`config.mk`:
```
export PLATFORM = sky130hd
export DESIGN_NAME = cntr_match_timer
export DESIGN_NICKNAME = d
export VERILOG_FILES = /design/src/rtl/cntr_match_timer.sv
export SDC_FILE = /design/constraint.sdc
export NUM_CORES = 1
export LEC_CHECK = 0
export BUFFER_PORTS_ARGS = -buffer_cell sky130_fd_sc_hd__clkbuf_2
export CAP_MARGIN = 10
export CORE_MARGIN = 5
export CORE_UTILIZATION = 44
export DETAILED_ROUTE_END_ITERATION = 7
export GPL_TIMING_DRIVEN = 0
export PLACE_DENSITY = 0.83
export SETUP_SLACK_MARGIN = 0.4
export SYNTH_ARGS = -nofsm -noshare
export SYNTH_HDL_FRONTEND = slang
export SYNTH_SLANG_ARGS = --single-unit
```
`constraint.sdc`:
```
create_clock -name clk -period 1.6 [get_ports clk]
set_input_delay 0.08 -clock clk [delete_from_list [all_inputs] [get_ports clk]]
set_output_delay 0.08 -clock clk [all_outputs]
set_load 0.05 [all_outputs]
```
`src/rtl/cntr_match_timer.sv`:
```
`default_nettype none
// ============================================================================
//  Module      : cntr_match_timer
//  Description : Downstream stage of a 4-bit synchronous counter. Extends the
//                upstream count nibble with an HI_W-bit high section, compares
//                {hi_count, cnt_in} against a programmable match value and
//                emits a one-cycle registered match pulse. A one-shot /
//                periodic FSM (IDLE, RUN, DONE) gates counting and compares.
//
//  Parameters  : HI_W        width of the internal high count (compare width
//                            is HI_W+4)
//
//  Ports       : clk          system clock, all state on rising edge
//                rst          asynchronous reset, active-high
//                cnt_in       upstream count nibble
//                carry_in     upstream carry, one-cycle pulse on 15->0 wrap
//                arm          start / restart pulse
//                clr          synchronous clear to IDLE
//                mode         0 = one-shot, 1 = periodic
//                match_hi     match value, high part
//                match_lo     match value, low part
//                hi_count     extended high count
//                match_pulse  one-cycle pulse per detected match
//                busy         high in RUN
//                done         high in DONE (one-shot complete)
//                ovf          sticky, hi_count wrapped while in RUN
//                cap_val      (CNTR_MATCH_CAPTURE_EN) count captured at match
//                miss         (CNTR_MATCH_CAPTURE_EN) sticky back-to-back match
//
//  Build macro : CNTR_MATCH_CAPTURE_EN adds the cap_val / miss outputs and
//                their logic. Undefined by default.
//
//  Revision    : 1.0  initial release
// ============================================================================
module cntr_match_timer #(
   parameter int HI_W = 4
) (
   input  logic            clk,
   input  logic            rst,
   input  logic [3:0]      cnt_in,
   input  logic            carry_in,
   input  logic            arm,
   input  logic            clr,
   input  logic            mode,
   input  logic [HI_W-1:0] match_hi,
   input  logic [3:0]      match_lo,
   output logic [HI_W-1:0] hi_count,
   output logic            match_pulse,
   output logic            busy,
   output logic            done,
   output logic            ovf
`ifdef CNTR_MATCH_CAPTURE_EN
   ,
   output logic [HI_W+3:0] cap_val,
   output logic            miss
`endif
);

   localparam logic [1:0] c_IDLE = 2'd0;
   localparam logic [1:0] c_RUN  = 2'd1;
   localparam logic [1:0] c_DONE = 2'd2;

   logic [1:0]      r_state;
   logic [HI_W-1:0] r_hi_count;
   logic            r_match_pulse;
   logic            r_match_seen;
   logic            r_ovf;

   logic            w_run;
   logic            w_eq;
   logic            w_rise;
   logic [HI_W:0]   w_hi_sum;

   assign w_run = (r_state == c_RUN);

   // Compare uses the registered hi_count, so a carry arriving in the same
   // cycle only influences the following cycle's compare.
   assign w_eq = w_run && ({r_hi_count, cnt_in} == {match_hi, match_lo});

   // Only the first cycle of a run of equal compares produces a pulse; a
   // count parked on the match value therefore fires once.
   assign w_rise = w_eq && !r_match_seen;

   // Extra MSB of the sum flags the wrap from all-ones back to zero.
   assign w_hi_sum = {1'b0, r_hi_count} + {{HI_W{1'b0}}, 1'b1};

   always_ff @(posedge clk or posedge rst) begin
      if (rst) begin
         r_state       <= c_IDLE;
         r_hi_count    <= '0;
         r_match_pulse <= 1'b0;
         r_match_seen  <= 1'b0;
         r_ovf         <= 1'b0;
      end else if (clr) begin
         // clr outranks any compare in the same cycle: no pulse follows.
         r_state       <= c_IDLE;
         r_match_pulse <= 1'b0;
         r_match_seen  <= 1'b0;
         r_ovf         <= 1'b0;
      end else if (arm) begin
         // arm restarts from any state, including RUN; a coincident compare
         // is discarded.
         r_state       <= c_RUN;
         r_hi_count    <= '0;
         r_match_pulse <= 1'b0;
         r_match_seen  <= 1'b0;
         r_ovf         <= 1'b0;
      end else begin
         r_match_pulse <= w_rise;
         r_match_seen  <= w_eq;
         case (r_state)
            c_RUN: begin
               if (carry_in) begin
                  r_hi_count <= w_hi_sum[HI_W-1:0];
                  if (w_hi_sum[HI_W]) begin
                     r_ovf <= 1'b1;
                  end
               end
               if (w_eq && !mode) begin
                  r_state <= c_DONE;
               end
            end
            c_IDLE:  r_state <= c_IDLE;
            c_DONE:  r_state <= c_DONE;
            default: r_state <= c_IDLE;
         endcase
      end
   end

   assign hi_count    = r_hi_count;
   assign match_pulse = r_match_pulse;
   assign busy        = w_run;
   assign done        = (r_state == c_DONE);
   assign ovf         = r_ovf;

`ifdef CNTR_MATCH_CAPTURE_EN
   logic [HI_W+3:0] r_cap_val;
   logic            r_miss;

   // Loaded on the same edge that raises match_pulse.
   always_ff @(posedge clk or posedge rst) begin
      if (rst) begin
         r_cap_val <= '0;
      end else if (!clr && !arm && w_rise) begin
         r_cap_val <= {r_hi_count, cnt_in};
      end
   end

   // A compare hit while the previous pulse is still on the output.
   always_ff @(posedge clk or posedge rst) begin
      if (rst) begin
         r_miss <= 1'b0;
      end else if (clr || arm) begin
         r_miss <= 1'b0;
      end else if (w_eq && r_match_pulse) begin
         r_miss <= 1'b1;
      end
   end

   assign cap_val = r_cap_val;
   assign miss    = r_miss;
`endif

endmodule
`default_nettype wire

```
Word-level counts from Yosys, hierarchy flattened. Cells that the tools add are included.

Bits in registers: 9. Input port bits: 18. Output and inout bits: 8. Logic and storage cells: 39.

Add/subtract/negate cells: 1. Equal/unequal tests: 4. Mux-type cells: 16. Bitwise operators: 1. Reductions and logical operators: 12.

Operators with widths (count): $mux W4 (3); $mux W1 (9); $reduce_bool A3 Y1 (3); $eq A8 B8 Y1 (1); $mux W2 (3); $reduce_and A3 Y1 (2); $add A4 B1 Y5 const B (1); $ne A4 B3 Y1 const B (1); $pmux W2 S2 (1); $reduce_bool A2 Y1 (2); $logic_and A1 B1 Y1 (3); $eq A2 B1 Y1 const B (1); $eq A2 B2 Y1 const B (1); $logic_not A1 Y1 (2); $not A1 Y1 (1).

Longest topological paths before layout. Gate-level depths: netlist (run 1).

Word-level depth: 7. Mapped depth: 7. Gate-level depth less buffers: 6.

Worst setup path before layout (run 1). Ideal clock, no wire load.

Path type: flip-flop to flip-flop. Start: reg r_state[1]. End: reg r_hi_count[3] (netlist: hi_count[3]). Library setup time: 0.146 ns. Data arrival time: 1.705 ns. Required time: 1.454 ns. Slack: -0.251 ns. Cell stages (with the launch flop): 8. Buffers on the path: 1. Period minus slack after synthesis: 1.851 ns. Path through: dfrtp_1 inv_1 ha_1 and2_1 clkbuf_1 a41oi_1 o21ai_0 o31ai_1.

Word-level cells in the longest chain between the ends: 3.

RTL lines: start, declared (line 63) `logic [1:0] r_state;`; start signal, assigned (line 89) `r_state <= c_IDLE;`; start signal, assigned (line 96) `r_state <= c_IDLE;`; start signal, assigned (line 103) `r_state <= c_RUN;`; $eq A2 B1 Y1; net busy (line 49) `output logic busy,`; $reduce_bool A2 Y1 (no source line); $reduce_and A3 Y1 (no source line); end signal, assigned (line 114) `r_hi_count <= w_hi_sum[HI_W-1:0];`; end, declared (line 64) `logic [HI_W-1:0] r_hi_count;`.

The timed path passes the listed nets, and every way through them passes these cells. A chain may end at the register's enable or synchronous reset.

Final worst setup path (run 1).
Start: reg r_hi_count[2] (netlist: hi_count[2]). End: reg r_state[1].

Word-level cells in the longest chain between the ends: 4.

RTL lines: $eq A8 B8 Y1 (line 78) `assign w_eq = w_run && ({r_hi_count, cnt_in} == {match_hi, match_lo});`; $logic_and A1 B1 Y1 (line 78); $logic_and A1 B1 Y1 (line 119) `if (w_eq && !mode) begin`; $ne A4 B3 Y1 (no source line); end signal, assigned (line 120) `r_state <= c_DONE;`; end signal, assigned (line 123) `c_IDLE: r_state <= c_IDLE;`; end signal, assigned (line 124) `c_DONE: r_state <= c_DONE;`.

Every way passes these cells.

==> impl_metrics.py, run 1 <==
metrics = {
    "clock_tree": {
        "cts.sinks": 9,
        "clockBufferDepth": 2,
        "cts_buffers": 3,
        "root_buffer": "clkbuf_4",
        "clkTransAtPathRegs_ns": 0.06,
        "cts_tree": "yes",
        "htreeDepth": 1,
        "clk_latency_ns": 0.27,
    },
    "power_and_ir_drop": {
        "p_int_mw": 0.417,
        "p_seq_share_pct": 40.3,
        "vdd_ir_drop_max_mv": 0.474,
        "p_comb_share_pct": 29.6,
        "finalPower_mw": 0.593,
        "pwr-share-clk_pct": 30.1,
        "p_leak_nw": 0.471,
        "switching_power_mw": 0.176,
        "power_density_nw_per_um2": 597,
        "power_switching_share_pct": 29.7,
    },
    "logic_synthesis": {
        "synth-xor-area-share_pct": 15.9,
        "syn_nets": 77,
        "synth_compound_area_share_pct": 15.1,
        "synth.area.mux_share_pct": 1.72,
        "synthArstFlopShare_pct": 100,
        "synth-edff-count": 0,
        "synth_warnings": 0,
        "synth_flop_cell": "dfrtp_1",
        "syn_inst": 56,
        "synth.distinct_cells": 26,
        "yosys.area_share.adder_pct": 6.47,
        "synth-simple-area-share_pct": 16.8,
        "synth_top_family_by_area": "simple AND/OR/NAND/NOR gates",
        "seq_area_frac_synth_pct": 38.8,
        "avgSynthCellArea_um2": 10.4,
        "ys_seq_elements": 9,
        "synth_area_um2": 581,
    },
    "critical_path": {
        "cp_max_fo": 4,
        "endpoint_kind": "flop",
        "crit_family": "flip-flops",
        "worstPathCellList": "buf_6 > xnor2_2 > nand4_2 > buf_4 > o31ai_1 > a221oi_2",
        "cp_slowest_stage_delay_ns": 0.40,
        "cp-start-kind": "flop",
        "critPathRequiredTime_ns": 1.74,
        "worstPathArrival_ns": 1.61,
        "worst-path-buf-inv": 2,
        "path_class": "reg2reg",
        "slowest_stage": "dfrtp_2",
    },
    "finish": {
        "fin_nets": 120,
        "final_layout_size_suffix_gt1_share_pct": 65.3,
        "syn_to_final_growth_pct": 71.1,
        "nFillCells": 85,
        "fin_cells": 113,
        "diodes": 0,
        "fin_util_pct": 78.3,
    },
    "timing": {
        "fin_crit_sh_pct": 91.9,
        "setup_violations": 0,
        "slew_headroom_pct": 75.9,
        "hold_ws_ns": 0.0553,
        "fin_crit_ns": 1.47,
        "finClkSkew_ns": 0.00741,
        "finalSetupTns_ns": 0,
        "final_max_slew_viol_count": 0,
        "fmax_mhz": 680,
        "tightestPinTransition_ns": 0.360,
        "hold_viol_final": 0,
        "rsz0062_at_grt": "true",
    },
    "placed_design": {
        "dp.cells": 96,
        "port_buffers": 25,
        "place_congestion": 0.844,
        "dp_hpwl_um": 1030,
    },
    "floorplanning": {
        "dieHeight_um": 46.3,
        "ios": 26,
        "initial_core_util_pct": 45.8,
        "num_rows": 13,
        "die_area_um2": 2150,
        "dieWidth_um": 46.3,
        "coreArea_um2": 1270,
    },
    "routing": {
        "dr.max_layer_used": "met4",
        "dr.pass1.iters": 4,
        "routed-wl-met3_um": 136,
        "wl_met2_um": 878,
        "wl_per_cell_um": 14.9,
        "drt_iter0_drc": 14,
        "wirelength_met1_um": 610,
        "wl_um": 1690,
        "vias_per_cell": 5.28,
        "num_vias": 597,
        "drcViolationCount": 0,
        "ant_nets": 0,
    },
    "global_route": {
        "grt_start_max_net_pins": 10,
        "grt_antenna_before_repair": 0,
        "grt_pass1_vias": 603,
        "grt_overflow": 0,
        "grt_usage_pct": 18.0,
        "grt_first_pass_wirelength_um": 2640,
    },
    "job": {
        "cap_violations": 0,
    },
    "min_path": {
        "hold_path_class": "in2reg",
    },
    "run_status": {
        "status": "finished clean",
    },
}
[placed cells by master (no fill, tap or decap), types with 2 or more instances in the layout]
| master | instances |
|---|---|
| clkbuf_4 | 3 |
| dfrtp_1 | 5 |
| inv_1 | 2 |
| xnor2_1 | 2 |
| nor2_1 | 3 |
| o21ai_1 | 2 |
| clkbuf_2 | 22 |
| ha_4 | 2 |
| buf_6 | 6 |
| xnor2_2 | 6 |
| buf_4 | 9 |
| o31ai_1 | 2 |
| nand4_2 | 2 |
| dfrtp_2 | 4 |
| nand2_1 | 5 |
[power by group through the flow]
stage          sequential (mW)  combinational [mW]  clock (mW)
2_1_floorplan            0.253              0.0720           0
3_3_place_gp             0.245               0.118           0
3_5_place_dp             0.246               0.121           0
4_1_cts                  0.239               0.155       0.185
5_1_grt                  0.239               0.188       0.210
6_report                 0.239               0.175       0.179
[sequential cells by signal, indices dropped and copies added (netlist names)]
signal        cells
hi_count          4
match_pulse       1
ovf               1
r_match_seen      1
r_state           2
[cells by family (layout without fill, tap and decap cells)]
group | count (synthesis) | after routing
fa+ha+maj | 3 | 3
mux | 1 | 1
xor+xnor | 8 | 8
compound gates | 12 | 12
simple gates | 17 | 17
flops | 9 | 9
buf+inv | 6 | 48
[cells in the mapped netlist (2+ instances only)]
master	count	area share, %
dfrtp_1	9	39
ha_1	3	6.5
a41oi_1	2	3.0
xnor2_1	5	7.5
nor2_1	3	1.9
nand2_1	5	3.2
xnor2_2	3	8.4
inv_1	4	2.6
o21ai_0	3	2.6
o31ai_1	2	2.6
nand4_2	2	4.3
[final cells by class]
cell class / instances / area, um2 / share of cell area, %
Sequential cell: 9 / 230 / 23.2
Inverter: 4 / 17.5 / 1.76
Timing Repair Buffer: 38 / 263 / 26.4
Clock buffer: 4 / 26.3 / 2.64
Buffer: 2 / 22.5 / 2.27
Multi-Input combinational cell: 41 / 415 / 41.8
Tap cell: 15 / 18.8 / 1.89
[per-stage QoR]
step	worst slack (ns)	cell area, um2
CTS	0.164	920
global route	0.0592	993
detailed placement	0.0989	764
floorplan	0.0710	621
finish	0.130	993
global placement	0.141	764
[repair_timing]
action / 4_1_cts / 5_1_grt
gates resized for setup: 13 / 12
gates cloned: 0 / 0
pin swaps: 4 / 6
endpoints found under the setup margin: 9 / 12
hold endpoints to repair: 9 / 0
hold buffers: 1 / 0
setup buffers: 9 / 3
[layer usage]
layer	vias up	global-route usage [%]
met5	-	0
met4	0	5.11
met3	6	7.81
met2	20	32.1
met1	286	18.8
li1	285	-
[final timing paths]
kind,cells past startpoint,endpoint,startpoint,slack (ns)
setup / recovery,6,r_state[1],hi_count[2],0.13
hold / removal,2,r_state[0],clr,0.06
setup reg to reg,6,r_state[1],hi_count[2],0.13
hold reg to reg,1,match_pulse,r_match_seen,0.47
max in group asynchronous,3,hi_count[1],rst,1.00
min in group asynchronous,3,match_pulse,rst,0.30
(Power assumes the default switching activity.)
==> inputs of run 2 (changes only) <==
CAP_MARGIN = 25   (was 10)
SETUP_SLACK_MARGIN = default   (was 0.4)
==> run 2 against run 1 <==
Effect of this change: worst hold slack got worse by 0.0049 ns; non-clock buffer count decreased by 11; largest cell class unchanged; routed wire length decreased by 25%; cell area decreased by 19%; setup slack got worse by 0.028 ns; maximum frequency decreased by 1.9%; critical endpoint is now r_state[0]; die area unchanged; largest power group unchanged; global-route usage decreased by 4.7 points.
==> impl_metrics.py, run 2 (synthesis results as in run 1) <==
metrics = {
    "run_status": {
        "status": "finished clean",
    },
    "clock_tree": {
        "cts.sinks": 9,
        "cts_buffers": 3,
        "cts_tree": "yes",
        "clkTransAtPathRegs_ns": 0.06,
        "clk_latency_ns": 0.27,
        "clockBufferDepth": 2,
        "root_buffer": "clkbuf_4",
        "htreeDepth": 1,
    },
    "finish": {
        "largest_reg_flops": 4,
        "mostFrequentLayoutCells": "25 x clkbuf_2, 5 x xnor2_2, 5 x nand2_1, 5 x dfrtp_1",
        "final_common_cell": "clkbuf_2",
        "nFillCells": 109,
        "syn_to_final_growth_pct": 38.1,
        "regArea_um2": 230,
        "multi_input_area_um2": 350,
        "fin_nets": 109,
        "diodes": 0,
        "final_layout_size_suffix_gt1_share_pct": 52.9,
        "final_area_um2": 802,
    },
    "timing": {
        "fmax_mhz": 667,
        "tightestPinTransition_ns": 0.351,
        "rsz0062_at_grt": "false",
        "fin_crit_ns": 1.50,
        "setup_violations": 0,
        "fin_crit_sh_pct": 93.6,
        "finalSetupTns_ns": 0,
        "finClkSkew_ns": 0.00155,
        "hold_viol_final": 0,
        "slew_headroom_pct": 76.6,
        "final_max_slew_viol_count": 0,
        "layout_setup_ws_ns": 0.102,
    },
    "global_route": {
        "grt_pass1_vias": 528,
        "grt_usage_pct": 13.3,
        "grt_overflow": 0,
        "grt_first_pass_wirelength_um": 2030,
        "grt_start_max_net_pins": 10,
        "grt_antenna_before_repair": 0,
    },
    "critical_path": {
        "worstPathArrival_ns": 1.64,
        "endpoint_kind": "flop",
        "path_class": "reg2reg",
        "cp-start-kind": "flop",
        "cp_max_fo": 7,
        "critPathRequiredTime_ns": 1.74,
    },
    "floorplanning": {
        "ios": 26,
        "num_rows": 13,
        "coreArea_um2": 1270,
        "dieHeight_um": 46.3,
        "dieWidth_um": 46.3,
        "die_area_um2": 2150,
        "initial_core_util_pct": 45.8,
    },
    "placed_design": {
        "post-place-ws_ns": 0.0471,
        "dp_hpwl_um": 963,
        "port_buffers": 25,
        "place_congestion": 0.810,
        "place_area_um2": 732,
    },
    "power_and_ir_drop": {
        "power_density_nw_per_um2": 683,
        "p_leak_nw": 0.394,
        "vdd_ir_drop_max_mv": 0.492,
    },
    "routing": {
        "drcViolationCount": 0,
        "wl_per_cell_um": 12.3,
        "ant_nets": 0,
        "dr.pass1.iters": 4,
        "drt_iter0_drc": 13,
        "num_vias": 545,
        "vias_per_cell": 5.34,
        "wl_um": 1260,
    },
    "job": {
        "cap_violations": 0,
    },
    "min_path": {
        "hold_path_class": "in2reg",
    },
}
-- run 2: cell count changes in the layout (fill, tap and decap cells not counted), moves of 2 or more --
cell      previous run  this run
inv_1                2         4
buf_4                9         2
o21ai_0              1         3
o21ai_1              2         0
buf_6                6         1
ha_4                 2         0
clkbuf_2            22        25
-- run 2: final cells by class --
type / instances / share of cell area, %
Buffer: 1 / 1.40
Tap cell: 15 / 2.34
Timing Repair Buffer: 28 / 18.7
Sequential cell: 9 / 28.7
Multi-Input combinational cell: 41 / 43.7
Clock buffer: 4 / 3.28
Inverter: 4 / 1.87
-- run 2: power by group --
group	switching (mW)	internal [mW]	total, mW
Combinational	0.0678	0.0554	0.123
Clock	0.0872	0.0965	0.184
Sequential	0.00793	0.233	0.241
-- run 2: path summary, 6_finish.rpt --
| check | slack [ns] | to | cells past startpoint | from |
|---|---|---|---|---|
| max in group asynchronous | 1.02 | hi_count[1] | 3 | rst |
| hold reg to reg | 0.41 | match_pulse | 1 | r_match_seen |
| min in group asynchronous | 0.30 | match_pulse | 3 | rst |
| setup reg to reg | 0.10 | r_state[0] | 5 | hi_count[0] |
| setup / recovery | 0.10 | r_state[0] | 5 | hi_count[0] |
| hold / removal | 0.05 | r_state[0] | 2 | clr |
-- run 2: metal layers --
layer | vias to the layer above | global-route usage, % | share of wire [%]
met3 | 4 | 5.08 | 8.3
li1 | 262 | - | -
met4 | 0 | 8.52 | 2.0
met1 | 256 | 15.4 | 41
met2 | 23 | 20.3 | 48
met5 | - | 0 | 0
-- run 2: stage by stage --
step                std cells  utilization [%]  hold WS (ns)  power (mW)
floorplan                  56                -       -0.0924       0.316
finish                    102             63.2        0.0504       0.548
global route              102             63.2        0.0538       0.582
CTS                       101             60.6        0.0417       0.543
global placement           96             57.7        0.0356       0.354
detailed placement         96             57.7        0.0455       0.357
-- run 2: worst max-delay path, cell delays in order, from the launching register on --
cell and delay [ns]:
dfrtp_2 0.47, xnor2_2 0.18, nand4_2 0.17, buf_4 0.17, o311ai_0 0.28, a21oi_1 0.11
-- run 2: what timing repair did --
item	4_1_cts	5_1_grt
setup endpoints to repair	0	5
endpoints found under the hold margin	9	0
hold buffers	1	0
setup buffers	0	2
resized for setup	0	4
==> inputs of run 3 (changes only) <==
==> constraint.sdc (replaced) <==
create_clock -name clk -period 1.6 [get_ports clk]
set_input_delay 0.48 -clock clk [delete_from_list [all_inputs] [get_ports clk]]
set_output_delay 0.48 -clock clk [all_outputs]
set_load 0.05 [all_outputs]
==> run 3 against run 2 <==
Effect of this change: first-iteration DRC count is the same; via count shrank 0.37%; sequential share of layout area shrank 0.87 points; critical endpoint is now done; routed wire length grew 1.5%; register-to-register slack is essentially flat; sequential power is essentially flat; setup slack lost 0.064 ns.
==> impl_metrics.py, run 3 (synthesis results as in run 1) <==
metrics = {
    "routing": {
        "ant_nets": 0,
        "dr.pass1.iters": 4,
        "vias_per_cell": 5.32,
        "drcViolationCount": 0,
        "num_vias": 543,
        "wl_per_cell_um": 12.5,
        "wl_um": 1280,
        "drt_iter0_drc": 13,
    },
    "clock_tree": {
        "clk_latency_ns": 0.26,
        "htreeDepth": 1,
        "cts.sinks": 9,
        "postCtsHoldBufs": 0,
        "clkTransAtPathRegs_ns": 0.06,
        "clockBufferDepth": 2,
        "root_buffer": "clkbuf_4",
        "cts_buffers": 3,
        "cts_tree": "yes",
    },
    "critical_path": {
        "path_class": "reg2out",
        "endpoint_kind": "primary output",
        "critPathRequiredTime_ns": 1.12,
        "worstReg2RegStart": "hi_count[0]",
        "critPathLaunch": "r_state[0]",
        "worstPathCellList": "inv_1 > ha_2 > buf_6",
        "cp-start-kind": "flop",
        "slowest_stage": "dfrtp_1",
        "cp_max_fo": 3,
        "worstPathArrival_ns": 1.08,
        "cp_slowest_stage_delay_ns": 0.42,
        "ff2ff_path_depth": 5,
    },
    "global_route": {
        "grt_pass1_vias": 534,
        "grt_start_max_net_pins": 10,
        "grt_antenna_before_repair": 0,
        "grt_usage_pct": 13.4,
        "grt_first_pass_wirelength_um": 2040,
        "grt_overflow": 0,
    },
    "power_and_ir_drop": {
        "power_density_nw_per_um2": 671,
        "p_leak_nw": 0.399,
        "vdd_ir_drop_max_mv": 0.493,
        "finalPower_mw": 0.555,
    },
    "timing": {
        "setup_violations": 0,
        "slew_headroom_pct": 76.2,
        "fin_crit_ns": 1.56,
        "finalSetupTns_ns": 0,
        "fmax_mhz": 640,
        "final_max_slew_viol_count": 0,
        "rsz0062_at_grt": "true",
        "fin_crit_sh_pct": 97.7,
        "finClkSkew_ns": 0.000848,
        "tightestPinTransition_ns": 0.357,
        "hold_viol_final": 0,
    },
    "finish": {
        "diodes": 0,
        "final_layout_size_suffix_gt1_share_pct": 55.2,
        "final_area_um2": 827,
        "fin_util_pct": 65.2,
        "syn_to_final_growth_pct": 42.5,
        "fin_cells": 102,
        "mostFrequentLayoutCells": "23 x clkbuf_2, 5 x xnor2_2, 5 x nand2_1, 5 x dfrtp_1, 4 x dfrtp_2",
        "nFillCells": 104,
        "final_common_cell": "clkbuf_2",
        "fin_nets": 109,
        "largest_reg_flops": 4,
    },
    "placed_design": {
        "dp_hpwl_um": 963,
        "port_buffers": 25,
        "dp.cells": 96,
        "place_area_um2": 732,
        "place_congestion": 0.810,
    },
    "floorplanning": {
        "dieWidth_um": 46.3,
        "die_area_um2": 2150,
        "num_rows": 13,
        "dieHeight_um": 46.3,
        "initial_core_util_pct": 45.8,
        "ios": 26,
        "coreArea_um2": 1270,
    },
    "run_status": {
        "status": "finished clean",
    },
    "min_path": {
        "hold_path_class": "in2async",
    },
    "job": {
        "cap_violations": 0,
    },
}
## run 3: final cells by class
class / count / area [um2] / share of cell area (%)
Inverter: 4 / 15.0 / 1.82
Tap cell: 15 / 18.8 / 2.27
Sequential cell: 9 / 230 / 27.8
Buffer: 1 / 11.3 / 1.36
Multi-Input combinational cell: 41 / 362 / 43.7
Clock buffer: 4 / 26.3 / 3.18
Timing Repair Buffer: 28 / 164 / 19.8
## run 3: final timing paths
check / endpoint / slack [ns]
max: done / 0.04
min: match_pulse / 0.15
min reg2reg: match_pulse / 0.41
max reg2reg: r_state[0] / 0.10
min in group clk: match_pulse / 0.41
max in group asynchronous: hi_count[1] / 1.17
## run 3: report_power, final
| group | switching (mW) | internal, mW | leakage (nW) |
|---|---|---|---|
| Combinational | 0.0695 | 0.0622 | 0.267 |
| Sequential | 0.00921 | 0.233 | 0.117 |
| Clock | 0.0848 | 0.0964 | 0.0150 |
## run 3: critical path, delay by kind of cell, from the launching register on
kind       cells  cell delay, ns
fa+ha+maj      1            0.17
buf+inv        2            0.23
flops          1            0.42
## run 3: repair_timing
item,in CTS,in global routing
buffers inserted,0,3
hold endpoints to repair,0,0
gates resized for setup,4,8
pin swaps,0,2
endpoints found under the setup margin,2,6
## run 3: through the flow
step	setup slack (ns)	hold WS (ns)
finish	0.0375	0.152
global route	-0.00654	0.181
CTS	-0.0280	0.162
detailed placement	-0.0414	0.402
global placement	-0.0271	0.392
floorplan	-0.0500	0.308
## run 3: per-layer routing
layer	vias to the layer above	global-route usage, %	part of all wire, %
met3	2	5.08	7.1
met5	-	0	0
met4	0	8.52	0.78
li1	262	-	-
met1	262	15.4	42
met2	17	20.6	50
